[config.mk]
export PLATFORM = sky130hd
export DESIGN_NAME = ex_muldiv
export DESIGN_NICKNAME = d
export VERILOG_FILES = /design/src/rtl/ex_pkg.sv /design/src/rtl/ex_md_iter.sv /design/src/rtl/ex_muldiv.sv
export SDC_FILE = /design/constraint.sdc
export NUM_CORES = 1
export LEC_CHECK = 0
export ABC_AREA = 1
export ABC_CLOCK_PERIOD_IN_PS = 5400
export BUFFER_PORTS_ARGS = -buffer_cell sky130_fd_sc_hd__buf_2
export CORE_MARGIN = 8
export CORE_UTILIZATION = 45
export CTS_BUF_LIST = sky130_fd_sc_hd__clkbuf_4
export DETAILED_ROUTE_END_ITERATION = 12
export GPL_TIMING_DRIVEN = 1
export PLACE_DENSITY = 0.61
export RECOVER_POWER = 50
export SKIP_CTS_REPAIR_TIMING = 1
export SYNTH_ARGS = -nofsm -noshare
export SYNTH_HDL_FRONTEND = slang
export SYNTH_SLANG_ARGS = --single-unit
export TNS_END_PERCENT = 30
[constraint.sdc]
create_clock -name clk -period 5.4 [get_ports clk]
set_input_delay 1.08 -clock clk [delete_from_list [all_inputs] [get_ports clk]]
set_output_delay 1.08 -clock clk [all_outputs]
set_load 0.01 [all_outputs]
[src/rtl/ex_pkg.sv]
// Shared EX-stage definitions for the multi-cycle multiply/divide unit.
// Provides the operation codes, the FSM state encoding and small opcode
// classification helpers used by ex_muldiv and its testbench.
package ex_pkg;

  localparam int MD_OP_W = 3;

  typedef enum logic [MD_OP_W-1:0] {
    MD_MUL   = 3'd0,
    MD_MULH  = 3'd1,
    MD_MULHU = 3'd2,
    MD_DIV   = 3'd3,
    MD_MOD   = 3'd4,
    MD_DIVU  = 3'd5,
    MD_MODU  = 3'd6
  } md_op_e;

  typedef enum logic [1:0] {
    MD_IDLE = 2'd0,
    MD_CALC = 2'd1,
    MD_DONE = 2'd2
  } md_state_e;

  function automatic logic md_is_div(input logic [MD_OP_W-1:0] op);
    return (op == MD_DIV) || (op == MD_MOD) || (op == MD_DIVU) || (op == MD_MODU);
  endfunction

  function automatic logic md_is_signed(input logic [MD_OP_W-1:0] op);
    return (op == MD_MUL) || (op == MD_MULH) || (op == MD_DIV) || (op == MD_MOD);
  endfunction

  function automatic logic md_is_rem(input logic [MD_OP_W-1:0] op);
    return (op == MD_MOD) || (op == MD_MODU);
  endfunction

endpackage

[src/rtl/ex_md_iter.sv]
// One combinational iteration of the multiply/divide datapath.
// The {hi, lo} register pair is shared by both algorithms:
//   multiply: hi = partial product, lo = remaining multiplier bits,
//             opnd = multiplicand; shift-add, shifting right.
//   divide:   hi = partial remainder, lo = dividend bits becoming quotient,
//             opnd = divisor; restoring trial subtract, shifting left.
// Ports:
//   is_div        selects the divide step
//   hi, lo, opnd  current register pair and fixed operand
//   hi_nxt/lo_nxt register pair after one step
module ex_md_iter #(
  parameter int DATA_W = 32
) (
  input  logic              is_div,
  input  logic [DATA_W-1:0] hi,
  input  logic [DATA_W-1:0] lo,
  input  logic [DATA_W-1:0] opnd,
  output logic [DATA_W-1:0] hi_nxt,
  output logic [DATA_W-1:0] lo_nxt
);

  logic [DATA_W:0] sum;
  logic [DATA_W:0] shifted;
  logic [DATA_W:0] diff;

  always_comb begin
    sum     = {1'b0, hi} + (lo[0] ? {1'b0, opnd} : '0);
    shifted = {hi, lo[DATA_W-1]};
    // Partial remainder stays below the divisor, so shifted < 2*divisor
    // fits in DATA_W+1 bits and diff's top bit is a clean borrow flag.
    diff    = shifted - {1'b0, opnd};
    hi_nxt  = '0;
    lo_nxt  = '0;
    if (is_div) begin
      if (!diff[DATA_W]) begin
        hi_nxt = diff[DATA_W-1:0];
        lo_nxt = {lo[DATA_W-2:0], 1'b1};
      end else begin
        hi_nxt = shifted[DATA_W-1:0];
        lo_nxt = {lo[DATA_W-2:0], 1'b0};
      end
    end else begin
      hi_nxt = sum[DATA_W:1];
      lo_nxt = {sum[0], lo[DATA_W-1:1]};
    end
  end

endmodule

[src/rtl/ex_muldiv.sv]
// Multi-cycle multiply/divide unit for the EX stage. Accepts one operation
// per valid/ready handshake, iterates one bit per cycle on operand
// magnitudes, applies sign fix-up on the last step and holds the result
// until the MEM side accepts it.
// Ports:
//   clk, rst                 clock, synchronous active-high reset
//   flush_i                  kill any in-flight op
//   in_valid_i/in_ready_o    operation handshake (ready only in IDLE)
//   op_i, src1_i, src2_i     opcode and operands
//   rd_i, rd_we_i            writeback tag, carried to rd_o/rd_we_o
//   out_valid_o/out_ready_i  result handshake (valid only in DONE)
//   result_o                 selected result
//   busy_dest_o              pending destination for hazard detection
//
// state   | meaning
// MD_IDLE | waiting for an operation, in_ready_o high
// MD_CALC | iterating, count holds remaining steps
// MD_DONE | result held, out_valid_o high until out_ready_i
module ex_muldiv
  import ex_pkg::*;
#(
  parameter int DATA_W  = 32,
  parameter int RADDR_W = 5
) (
  input  logic               clk,
  input  logic               rst,
  input  logic               flush_i,
  input  logic               in_valid_i,
  output logic               in_ready_o,
  input  logic [MD_OP_W-1:0] op_i,
  input  logic [DATA_W-1:0]  src1_i,
  input  logic [DATA_W-1:0]  src2_i,
  input  logic [RADDR_W-1:0] rd_i,
  input  logic               rd_we_i,
  output logic               out_valid_o,
  input  logic               out_ready_i,
  output logic [DATA_W-1:0]  result_o,
  output logic [RADDR_W-1:0] rd_o,
  output logic               rd_we_o,
  output logic [RADDR_W-1:0] busy_dest_o
);

  localparam int CNT_W = $clog2(DATA_W) + 1;
  localparam logic [DATA_W-1:0] MIN_VAL = {1'b1, {(DATA_W-1){1'b0}}};

  md_state_e state, state_nxt;

  logic [MD_OP_W-1:0] op_q;
  logic [DATA_W-1:0]  hi_q, lo_q, opnd_q;
  logic [CNT_W-1:0]   count;
  logic               neg_res_q, neg_rem_q;

  // Operation intake
  logic [MD_OP_W-1:0] op_in;
  logic               in_div, in_signed, s1, s2, div_zero, div_ovf, fast;
  logic [DATA_W-1:0]  mag1, mag2, fast_res;
  logic               accept, last;

  // Iteration and result selection
  logic [DATA_W-1:0]   hi_nxt, lo_nxt, final_res;
  logic [2*DATA_W-1:0] prod, prod_s;

  assign in_ready_o  = (state == MD_IDLE);
  assign out_valid_o = (state == MD_DONE);
  assign busy_dest_o = (state != MD_IDLE && rd_we_o) ? rd_o : '0;

  assign accept = in_valid_i && in_ready_o && !flush_i;
  assign last   = (count == CNT_W'(1));

  always_comb begin
    // Undefined opcodes quietly behave as MD_MUL.
    op_in     = (op_i > MD_MODU) ? MD_MUL : op_i;
    in_div    = md_is_div(op_in);
    in_signed = md_is_signed(op_in);
    s1        = in_signed && src1_i[DATA_W-1];
    s2        = in_signed && src2_i[DATA_W-1];
    mag1      = s1 ? -src1_i : src1_i;
    mag2      = s2 ? -src2_i : src2_i;
    div_zero  = in_div && (src2_i == '0);
    div_ovf   = in_div && in_signed && (src1_i == MIN_VAL) && (src2_i == '1);
    fast      = div_zero || div_ovf;
    fast_res  = '0;
    if (div_zero) begin
      fast_res = md_is_rem(op_in) ? src1_i : '1;
    end else if (div_ovf) begin
      fast_res = md_is_rem(op_in) ? '0 : MIN_VAL;
    end
  end

  ex_md_iter #(.DATA_W(DATA_W)) u_iter (
    .is_div (md_is_div(op_q)),
    .hi     (hi_q),
    .lo     (lo_q),
    .opnd   (opnd_q),
    .hi_nxt (hi_nxt),
    .lo_nxt (lo_nxt)
  );

  always_comb begin
    prod      = {hi_nxt, lo_nxt};
    prod_s    = neg_res_q ? -prod : prod;
    final_res = prod_s[DATA_W-1:0];
    case (op_q)
      MD_MULH, MD_MULHU: final_res = prod_s[2*DATA_W-1:DATA_W];
      MD_DIV, MD_DIVU:   final_res = neg_res_q ? -lo_nxt : lo_nxt;
      MD_MOD, MD_MODU:   final_res = neg_rem_q ? -hi_nxt : hi_nxt;
      default:           final_res = prod_s[DATA_W-1:0];
    endcase
  end

  always_ff @(posedge clk) begin
    if (rst) state <= MD_IDLE;
    else     state <= state_nxt;
  end

  always_comb begin
    state_nxt = state;
    case (state)
      MD_IDLE: if (accept) state_nxt = fast ? MD_DONE : MD_CALC;
      MD_CALC: if (last) state_nxt = MD_DONE;
      MD_DONE: if (out_ready_i) state_nxt = MD_IDLE;
      default: state_nxt = MD_IDLE;
    endcase
    if (flush_i) state_nxt = MD_IDLE;
  end

  always_ff @(posedge clk) begin
    if (rst) begin
      op_q      <= '0;
      hi_q      <= '0;
      lo_q      <= '0;
      opnd_q    <= '0;
      count     <= '0;
      neg_res_q <= 1'b0;
      neg_rem_q <= 1'b0;
      result_o  <= '0;
      rd_o      <= '0;
      rd_we_o   <= 1'b0;
    end else if (accept) begin
      op_q      <= op_in;
      rd_o      <= rd_i;
      rd_we_o   <= rd_we_i;
      hi_q      <= '0;
      // Divide shifts the dividend out of lo; multiply shifts the multiplier.
      lo_q      <= in_div ? mag1 : mag2;
      opnd_q    <= in_div ? mag2 : mag1;
      neg_res_q <= s1 ^ s2;
      neg_rem_q <= s1;
      count     <= CNT_W'(DATA_W);
      if (fast) result_o <= fast_res;
    end else if (state == MD_CALC && !flush_i) begin
      hi_q  <= hi_nxt;
      lo_q  <= lo_nxt;
      count <= count - CNT_W'(1);
      if (last) result_o <= final_res;
    end
  end

endmodule

; After elaboration in Yosys (flattened, before gate mapping)
; Index checks and enable logic that the tools add are counted.
[totals]
wordCells = 109
out_inout_bits = 45
inputBits = 78
reg_bits = 147
[op_classes]
n_reduce_logical = 35
n_lt_le_gt_ge = 1
bitwise_logic = 1
n_addsub = 8
mux = 32
eq_ne = 20
[ops]
columns = operator, count
row1 = $mux W32, 20
row2 = $neg A32 Y32, 4
row3 = $pmux W32 S3, 1
row4 = $eq A32 B32 Y1 const B, 2
row5 = $mux W64, 1
row6 = $neg A64 Y64, 1
row7 = $add A32 B33 Y33, 1
row8 = $sub A33 B32 Y33, 1
row9 = $logic_not A32 Y1, 1
row10 = $eq A3 B3 Y1 const B, 6
row11 = $mux W6, 2
row12 = $logic_or A1 B1 Y1, 11
row13 = $logic_and A1 B1 Y1, 10
row14 = $reduce_or A2 Y1, 5
row15 = $eq A3 B2 Y1 const B, 3
row16 = $mux W2, 4
row17 = $eq A3 B1 Y1 const B, 2
row18 = $eq A6 B1 Y1 const B, 1
row19 = $pmux W2 S3, 1
row20 = $reduce_and A3 Y1, 2
row21 = $reduce_bool A2 Y1, 3
row22 = $sub A6 B1 Y6 const B, 1
row23 = $mux W5, 1
row24 = $ne A2 B1 Y1 const B, 2
row25 = 10 further kinds, 11

; Logic depth before layout (Yosys ltp)
; Gate-level depths: netlist of run 1.
[logic_depth]
word_depth = 13
depth_mapped = 34
depth_no_buf = 33

; Hierarchy
; Synthesis of run 1 repeated with hierarchy kept, for this count alone.
[hier_totals]
cells_unflattened = 3568
area_unflattened_um2 = 18960.7
[by_module_without_submodules]
columns = mod, n_inst, cells_per_inst, seq_area_each_um2, area_per_inst_um2
row1 = ex_muldiv, 1, 2257, 2942.8, 12503.2
row2 = ex_md_iter, 1, 1311, 0.0, 6457.4

; Worst setup path after synthesis of run 1
; OpenSTA, ideal clock, no wires.
[synth_path]
kind = reg-to-reg
start = reg lo_q[31]
end = reg result_o[16]
period_less_slack_ps = 3764
setup_time_ps = 119
t_arrival_ps = 3645
required_time_ps = 5281
path_stages_with_launch = 34
path_slack_ps = 1636
n_path_buf = 1
path_cell_list = dfxtp_1 inv_1 ha_1 fa_1 inv_1 nand2_1 nand2_1 nand3_1 nand2_2 nand2_2 nand2_4 nand2_4 nand2_4 nand2_4 nand2_4 buf_6 nand2_1 nand2_2 ha_1 nand3_2 nor2_4 nand3_1 nor2_2 nand4_1 nor2_2 nand2_1 nor2_2 nand3_2 o21ai_0 nand2_1 nand3_1 nand3_1 nand2_1 a21oi_1
[synth_between]
elab_chain_cells = 9
word_cells_on_any_way = 15
cone_classes = 4 x add/sub / 11 x mux
[synth_lines]
columns = element, line_no
row1 = from (decl), ex_muldiv.sv:49  ; logic [DATA_W-1:0] hi_q, lo_q, opnd_q;
row2 = from (signal assigned), ex_muldiv.sv:145  ; lo_q <= in_div ? mag1 : mag2;
row3 = from (signal assigned), ex_muldiv.sv:153  ; lo_q <= lo_nxt;
row4 = $sub A33 B32 Y33, ex_md_iter.sv:31  ; diff = shifted - {1'b0, opnd};
row5 = $mux W1 / $mux W32 (equally long branches), ex_md_iter.sv:35  ; if (!diff[DATA_W]) begin
row6 = $mux W32, ex_md_iter.sv:34  ; if (is_div) begin
row7 = "$neg A64 Y64, or another cell as far along", ex_muldiv.sv:101  ; prod_s = neg_res_q ? -prod : prod;
row8 = "$mux W64, or another cell as far along", ex_muldiv.sv:101
row9 = $pmux W32 S3 *, ex_muldiv.sv:103  ; case (op_q)
row10 = $mux W32 *, ex_muldiv.sv:155  ; if (last) result_o <= final_res;
row11 = $mux W32 *, ex_muldiv.sv:151  ; end else if (state == MD_CALC && !flush_i) begin
row12 = $mux W32 *, ex_muldiv.sv:139  ; end else if (accept) begin
row13 = to (signal assigned), ex_muldiv.sv:150  ; if (fast) result_o <= fast_res;
row14 = to (signal assigned), ex_muldiv.sv:155
row15 = to (decl), ex_muldiv.sv:37  ; output logic [DATA_W-1:0] result_o,
; Every way passes the cells marked *; elsewhere a longest branch is shown, timed or not. The select of a mux whose other input is x is not followed.
; A chain may end at the register's enable or synchronous reset.

; Worst setup path in the final report of run 1
[layout_path]
start = in flush_i
end = reg hi_q[13]
[layout_between]
elab_chain_cells = 3
word_cells_on_any_way = 4
cone_classes = 4 x reduce/logical
[layout_lines]
columns = element, line_no
row1 = from (decl), ex_muldiv.sv:27  ; input logic flush_i,
row2 = $logic_not A1 Y1 *, "ex_muldiv.sv:67, ex_muldiv.sv:151"
row3 = $logic_and A1 B1 Y1, ex_muldiv.sv:67  ; assign accept = in_valid_i && in_ready_o && !flush_i;
row4 = $reduce_or A2 Y1 (no source line), n/a
row5 = to (signal assigned), ex_muldiv.sv:152  ; hi_q <= hi_nxt;
row6 = to (decl), ex_muldiv.sv:49
; Every way passes the cells marked *; elsewhere a longest branch is shown, timed or not.

==> results of run 1 <==
==> cell type report <==
cell class	count	area (sq um)	area share, %
clock inverter	15	180.2	0.9270
antenna	4	10.01	0.05150
tap	525	656.9	3.380
inverter	497	1871	9.624
timing repair buffer	153	774.5	3.985
sequential	147	2944	15.15
clock buffer	17	127.6	0.6566
multi-input combinational	2523	12870	66.23
==> through the flow <==
| stage | util [%] | setup WS, ps |
|---|---|---|
| floorplan | - | 1636 |
| global placement | 48.09 | 926.7 |
| detailed placement | 48.09 | 852.7 |
| CTS | 48.86 | 818.3 |
| global route | 48.69 | 289.4 |
| finish | 48.69 | 361.9 |
==> logic make-up after synthesis <==
logic type / Yosys count
adders and majority gates: 73
and+or+nand+nor: 1764
AOI/OAI and AO/OA: 604
DFF: 147
buffers and inverters: 613
xor gates and xnor gates: 82
==> sequential cells by signal (all words and copies together), names as in the netlist <==
register / count
hi_q: 32
lo_q: 32
opnd_q: 32
result_o: 32
count: 6
rd_o: 5
op_q: 3
state: 2
neg_rem_q: 1
neg_res_q: 1
rd_we_o: 1
==> worst max-delay path: stages <==
cell and delay, ps:
buf_2 80, inv_1 60, nand3_1 860, inv_1 240, nor2_1 160, clkbuf_1 1090
inv_1 1220, buf_4 560, a21oi_1 150, o21ai_0 100, inv_1 70
==> layer usage <==
metal  up-vias  share of wire (%)
met5         -              0.020
met4         2                7.0
met1     10250                 39
met2      1218                 44
li1      10690                  -
met3       255                9.5
==> how the worst min path moves through the flow <==
stage	startpoint	endpoint	slack (ps)	depth (start not counted)
final	count[2]$_SDFFE_PP0P_	count[2]$_SDFFE_PP0P_	500	2
after global routing	lo_q[20]$_SDFFE_PP0P_	lo_q[20]$_SDFFE_PP0P_	530	2
after CTS	rd_i[3]	rd_o[3]$_SDFFE_PP0P_	500	3
after detailed placement	opnd_q[0]$_SDFFE_PP0P_	opnd_q[0]$_SDFFE_PP0P_	490	2
after global placement	count[1]$_SDFFE_PP0P_	count[1]$_SDFFE_PP0P_	470	2
after floorplan	opnd_q[0]$_SDFFE_PP0P_	opnd_q[0]$_SDFFE_PP0P_	450	2
==> cell usage after synthesis (all sizes together), types with 38 or more instances <==
library cell  instances  share of area, %
a21oi               185               5.3
buf                  46               1.7
clkbuf               70               1.4
dfxtp               147                16
ha                   71               4.9
inv                 494                10
nand2               968                21
nand3               289               8.6
nor2                388               8.7
nor3                 38               1.1
o21ai               287               8.2
xor2                 70               3.4
==> power by group <==
part / total [W] / switching [W] / internal [W]
Sequential: 0.00118 / 0.0000436 / 0.00114
Clock: 0.000858 / 0.000532 / 0.000326
Combinational: 0.00233 / 0.00171 / 0.000622
==> results.ini, run 1 <==
[cts]
cts_buffers=17
clockRootBuffer=clkbuf_4
cts_htree_levels=4
clk_pin_slew_ps=150
clkLatencyLatePin_ps=740
clock_sinks=147
cts_buffer_depth=2
cts_tree=built

[logic_synthesis]
synth-edff-count=0
synthMuxAreaShare_pct=0
synthAdderAreaFrac_pct=5.091
ys_ff_latch=147
synthesis.area_sq_um=18230
netlist_instances=3283
synth-xor-area-share_pct=3.939
yosys.area_share.simple_pct=42.50
yosysUniqueCellTypes=61
synth-compound-area-share_pct=18.96
ys_seq_area_share_pct=16.14
synth_top_family_by_area=simple AND/OR/NAND/NOR gates
yosys_most_used_dff=dfxtp_1
syn_avg_cell_area_sq_um=5.554
ys_warn_count=0
syn_nets=3434
postSynth.asyncResetShare_pct=0

[timing]
period_share_pct=93.30
worst_slew_pin_slew_ps=2014
fin_worst_skew_ps=34.14
maxSlewViolCount=158
rsz0062_at_grt=false
setup_viol=0
slew_headroom_pct=-34.78
fin_setup_tns_ps=0
fin_crit_ps=5038
hold_ws_ps=504.2
finalHoldViolations=0
fmax_mhz=198.5

[die]
initial_core_util_pct=45.69
die_h_um=217.3
rows=73
die_area_sq_um=47220
io_pins=123
die_w_um=217.3
core-area_sq_um=39910

[global_routing]
grt_use_met3_pct=7.628
grt_antenna_before_repair=3
grt_pass1_vias=20890
grt_max_degree=67
grt_usage_pct=35.75
overflow=0
grt_pass1_wl_mm=128.1
met1_usage_pct=43.61
met2_usage_pct=56.37
top_usage_layer=met2

[setup_path]
endpoint_kind=flop
crit_path_start_kind=input port
ff2ff_setup_slack_ps=400
r2r-start=state[1]$_SDFFE_PP0P_
critPathCapture=hi_q[13]$_SDFFE_PP0P_
worstPathArrival_ps=5720
critPathMaxFanout=43
critPathRequiredTime_ps=6090
timing.rr.end=hi_q[13]$_SDFFE_PP0P_
cp-startpoint=flush_i
r2r_cells=10
path_class=in -> reg

[layout]
nNetsFinal=3490
instances_no_fill=3881
fillers=4452
mostFrequentLayoutCell=nand2_1
area_growth_pct=6.587
final_area_sq_um=19440
layout_common_cells=nand2_1 (906), inv_1 (479), nor2_1 (347)
drive_gt1_share_pct=9.487

[placed_design]
dpl.cell_count=3845
place_area_sq_um=19190
gp_congestion=1.053
portBuffers=122
dp_hpwl_mm=70.74

[drt]
drt.antenna.violating_nets=0
viasPerCell=5.776
wl_per_cell_um=22.43
routed_wl_mm=87.04
dr.pass1.iters=6
drt-initial-drc-count=2641
drcViolationCount=0
vias=22420

[power]
power.leakage_nw=10.08
power_density_nw_per_um2=225.0
ir_worst_vdd_v=0.0001568
power_w=0.004374

[job]
maxCapViolations=5

[hold_path]
hp-class=reg -> reg

[run_status]
outcome=complete, but fails checks
violations=max-capacitance violations, max-slew violations

Note: power is estimated with default switching activity, not from simulation.
==> run 2: changes to the inputs <==
==> constraint.sdc (replaced) <==
create_clock -name clk -period 5.4 [get_ports clk]
set_input_delay 0.81 -clock clk [delete_from_list [all_inputs] [get_ports clk]]
set_output_delay 0.81 -clock clk [all_outputs]
set_load 0.01 [all_outputs]
==> run 2 against run 1 <==
Against the previous run:
- critical endpoint is now result_o[28]$_SDFFE_PP0P_
- fmax up 7.6%
- the flow still finishes with violations (max-capacitance violations, max-slew violations)
- setup slack improved by 360 ps
- clock skew grew 12 ps
==> results.ini, run 2 (synthesis results as in run 1) <==
[run_status]
outcome=complete, but fails checks
violations=max-capacitance violations, max-slew violations

[placed_design]
gp_congestion=1.044  ; -0.86%
portBuffers=122  ; unchanged
place_area_sq_um=19180  ; about the same
dp_hpwl_mm=69.61  ; -1.6%

[timing]
fin_worst_skew_ps=46.62  ; +12.48 ps
period_share_pct=86.72  ; -6.6 points
fin_setup_tns_ps=0  ; unchanged
fin_crit_ps=4683  ; -355.2 ps
maxSlewViolCount=165  ; +4.4%
finalHoldViolations=0  ; unchanged
hold_ws_ps=294.2  ; -210.0 ps
slew_headroom_pct=-45.51  ; -11 points
fmax_mhz=213.5  ; +7.6%
setup_viol=0  ; unchanged
worst_slew_pin_slew_ps=2177  ; +163.2 ps
rsz0062_at_grt=false

[global_routing]
overflow=0  ; unchanged
grt_pass1_vias=21110  ; +1.0%
grt_pass1_wl_mm=128.0  ; about the same
grt_usage_pct=35.63  ; -0.12 points
grt_max_degree=68  ; +1.5%
grt_antenna_before_repair=1  ; -2

[power]
power_density_nw_per_um2=224.0  ; -0.47%
power.leakage_nw=10.06  ; -0.11%
seq_power_share_pct=27.2  ; +0.2 points
p_sw_share_pct=51.90  ; -0.42 points
combPwrFrac_pct=52.9  ; -0.5 points
pwr-share-clk_pct=19.9  ; +0.3 points
power.internal_w=0.002091  ; +0.29%
p_switching_w=0.002256  ; -1.4%
ir_worst_vdd_v=0.0002143  ; +37%

[setup_path]
path_buf_inv=2  ; -5
cpPeakStageDelay_ps=460  ; -760 ps
crit_path_top_delay_cell=dfxtp_1
crit_path_start_kind=flop
endpoint_kind=flop
crit_top_cell=nand2_1
critPathRequiredTime_ps=6020  ; -70 ps
critPathMaxFanout=29  ; -33%
path_class=reg -> reg
worstPathArrival_ps=5310  ; -410 ps
critical-path-top-delay-family=simple AND/OR/NAND/NOR gates

[layout]
drive_gt1_share_pct=9.403  ; -0.084 points
final_area_sq_um=19410  ; -0.13%
area_growth_pct=6.450
layout_common_cells=nand2_1 (907), inv_1 (479), nor2_1 (348)
fillers=4496  ; +0.99%
nNetsFinal=3488  ; -0.057%
multi_input_area_sq_um=12870  ; unchanged
mostFrequentLayoutCell=nand2_1
regArea_sq_um=2944  ; unchanged

[cts]
clock_sinks=147  ; unchanged
cts_buffer_depth=2  ; unchanged
cts_htree_levels=4  ; unchanged
clkLatencyLatePin_ps=740  ; about the same
cts_tree=built
clockRootBuffer=clkbuf_4
clk_pin_slew_ps=150  ; about the same
cts_buffers=17  ; unchanged

[drt]
viasPerCell=5.772  ; about the same
vias=22370  ; -0.20%
routed_wl_mm=86.06  ; -1.1%
dr_wl_met3_mm=7.339  ; -12%
drt.antenna.violating_nets=0  ; unchanged
routed-wl-met2_mm=38.16  ; -0.48%
dr.pass1.iters=6  ; unchanged
drcViolationCount=0  ; unchanged
top_layer_used=met4
wl_met1_mm=34.43  ; +0.54%
wl_per_cell_um=22.20  ; -0.99%
drt-initial-drc-count=2591  ; -1.9%

[die]
io_pins=123  ; unchanged
initial_core_util_pct=45.69  ; unchanged
die_h_um=217.3  ; unchanged
rows=73  ; unchanged
core-area_sq_um=39910  ; unchanged
die_area_sq_um=47220  ; unchanged
die_w_um=217.3  ; unchanged

[job]
maxCapViolations=4  ; -1

[hold_path]
hp-class=in -> reg

==> run 2: cell types whose count changed in the layout (fill, tap and decap cells not counted), sizes merged <==
cell / previous run / this run
clkinv: 8 / 7
diode: 4 / 1
buf: 104 / 100
clkbuf: 66 / 69
==> run 2: path summary, 6_finish.rpt <==
kind	cells after the start	end	from	slack [ps]
min reg2reg	2	count[2]$_SDFFE_PP0P_	count[2]$_SDFFE_PP0P_	500
max reg2reg	30	result_o[28]$_SDFFE_PP0P_	opnd_q[11]$_SDFFE_PP0P_	720
min	3	rd_o[1]$_SDFFE_PP0P_	rd_i[1]	290
max	30	result_o[28]$_SDFFE_PP0P_	opnd_q[11]$_SDFFE_PP0P_	720
==> run 2: per-layer routing <==
layer / global-route usage (%) / vias to the layer above
li1: - / 10670
met4: 22.84 / 0
met5: 0 / -
met3: 6.436 / 262
met2: 56.94 / 1180
met1: 43.76 / 10260
==> run 2: area by class of cell <==
| type | instances | area share [%] |
|---|---|---|
| Timing Repair Buffer | 151 | 3.880 |
| Multi-Input combinational cell | 2523 | 66.31 |
| Inverter | 497 | 9.636 |
| Sequential cell | 147 | 15.17 |
| Clock buffer | 18 | 0.6961 |
| Tap cell | 525 | 3.384 |
| Antenna cell | 1 | 0.01289 |
| Clock inverter | 14 | 0.9089 |
==> run 2: worst reg2reg max path: cells and delay by family (launching register included) <==
family	cells	cell delay [ps]
compound gates	1	90
fa+ha+maj	2	600
buf+inv	2	220
flops	1	460
simple gates	25	3230
==> run 2: power by group through the flow <==
stage	clock network (W)	registers (W)	logic (W)
final	0.000866	0.00118	0.00230
after global routing	0.000911	0.00119	0.00249
after CTS	0.000875	0.00118	0.00223
after detailed placement	0	0.00120	0.00222
after global placement	0	0.00120	0.00221
after floorplan	0	0.00119	0.00156
==> run 2: through the flow <==
stage / instances / worst slack [ps] / utilization (%) / total power, W
after global routing: 3876 / 359.5 / 48.63 / 0.004592
final: 3876 / 717.1 / 48.63 / 0.004348
after global placement: 3843 / 912.8 / 48.05 / 0.003413
after floorplan: 3283 / 1636 / - / 0.002745
after CTS: 3875 / 835.6 / 48.83 / 0.004284
after detailed placement: 3843 / 856.3 / 48.05 / 0.003424
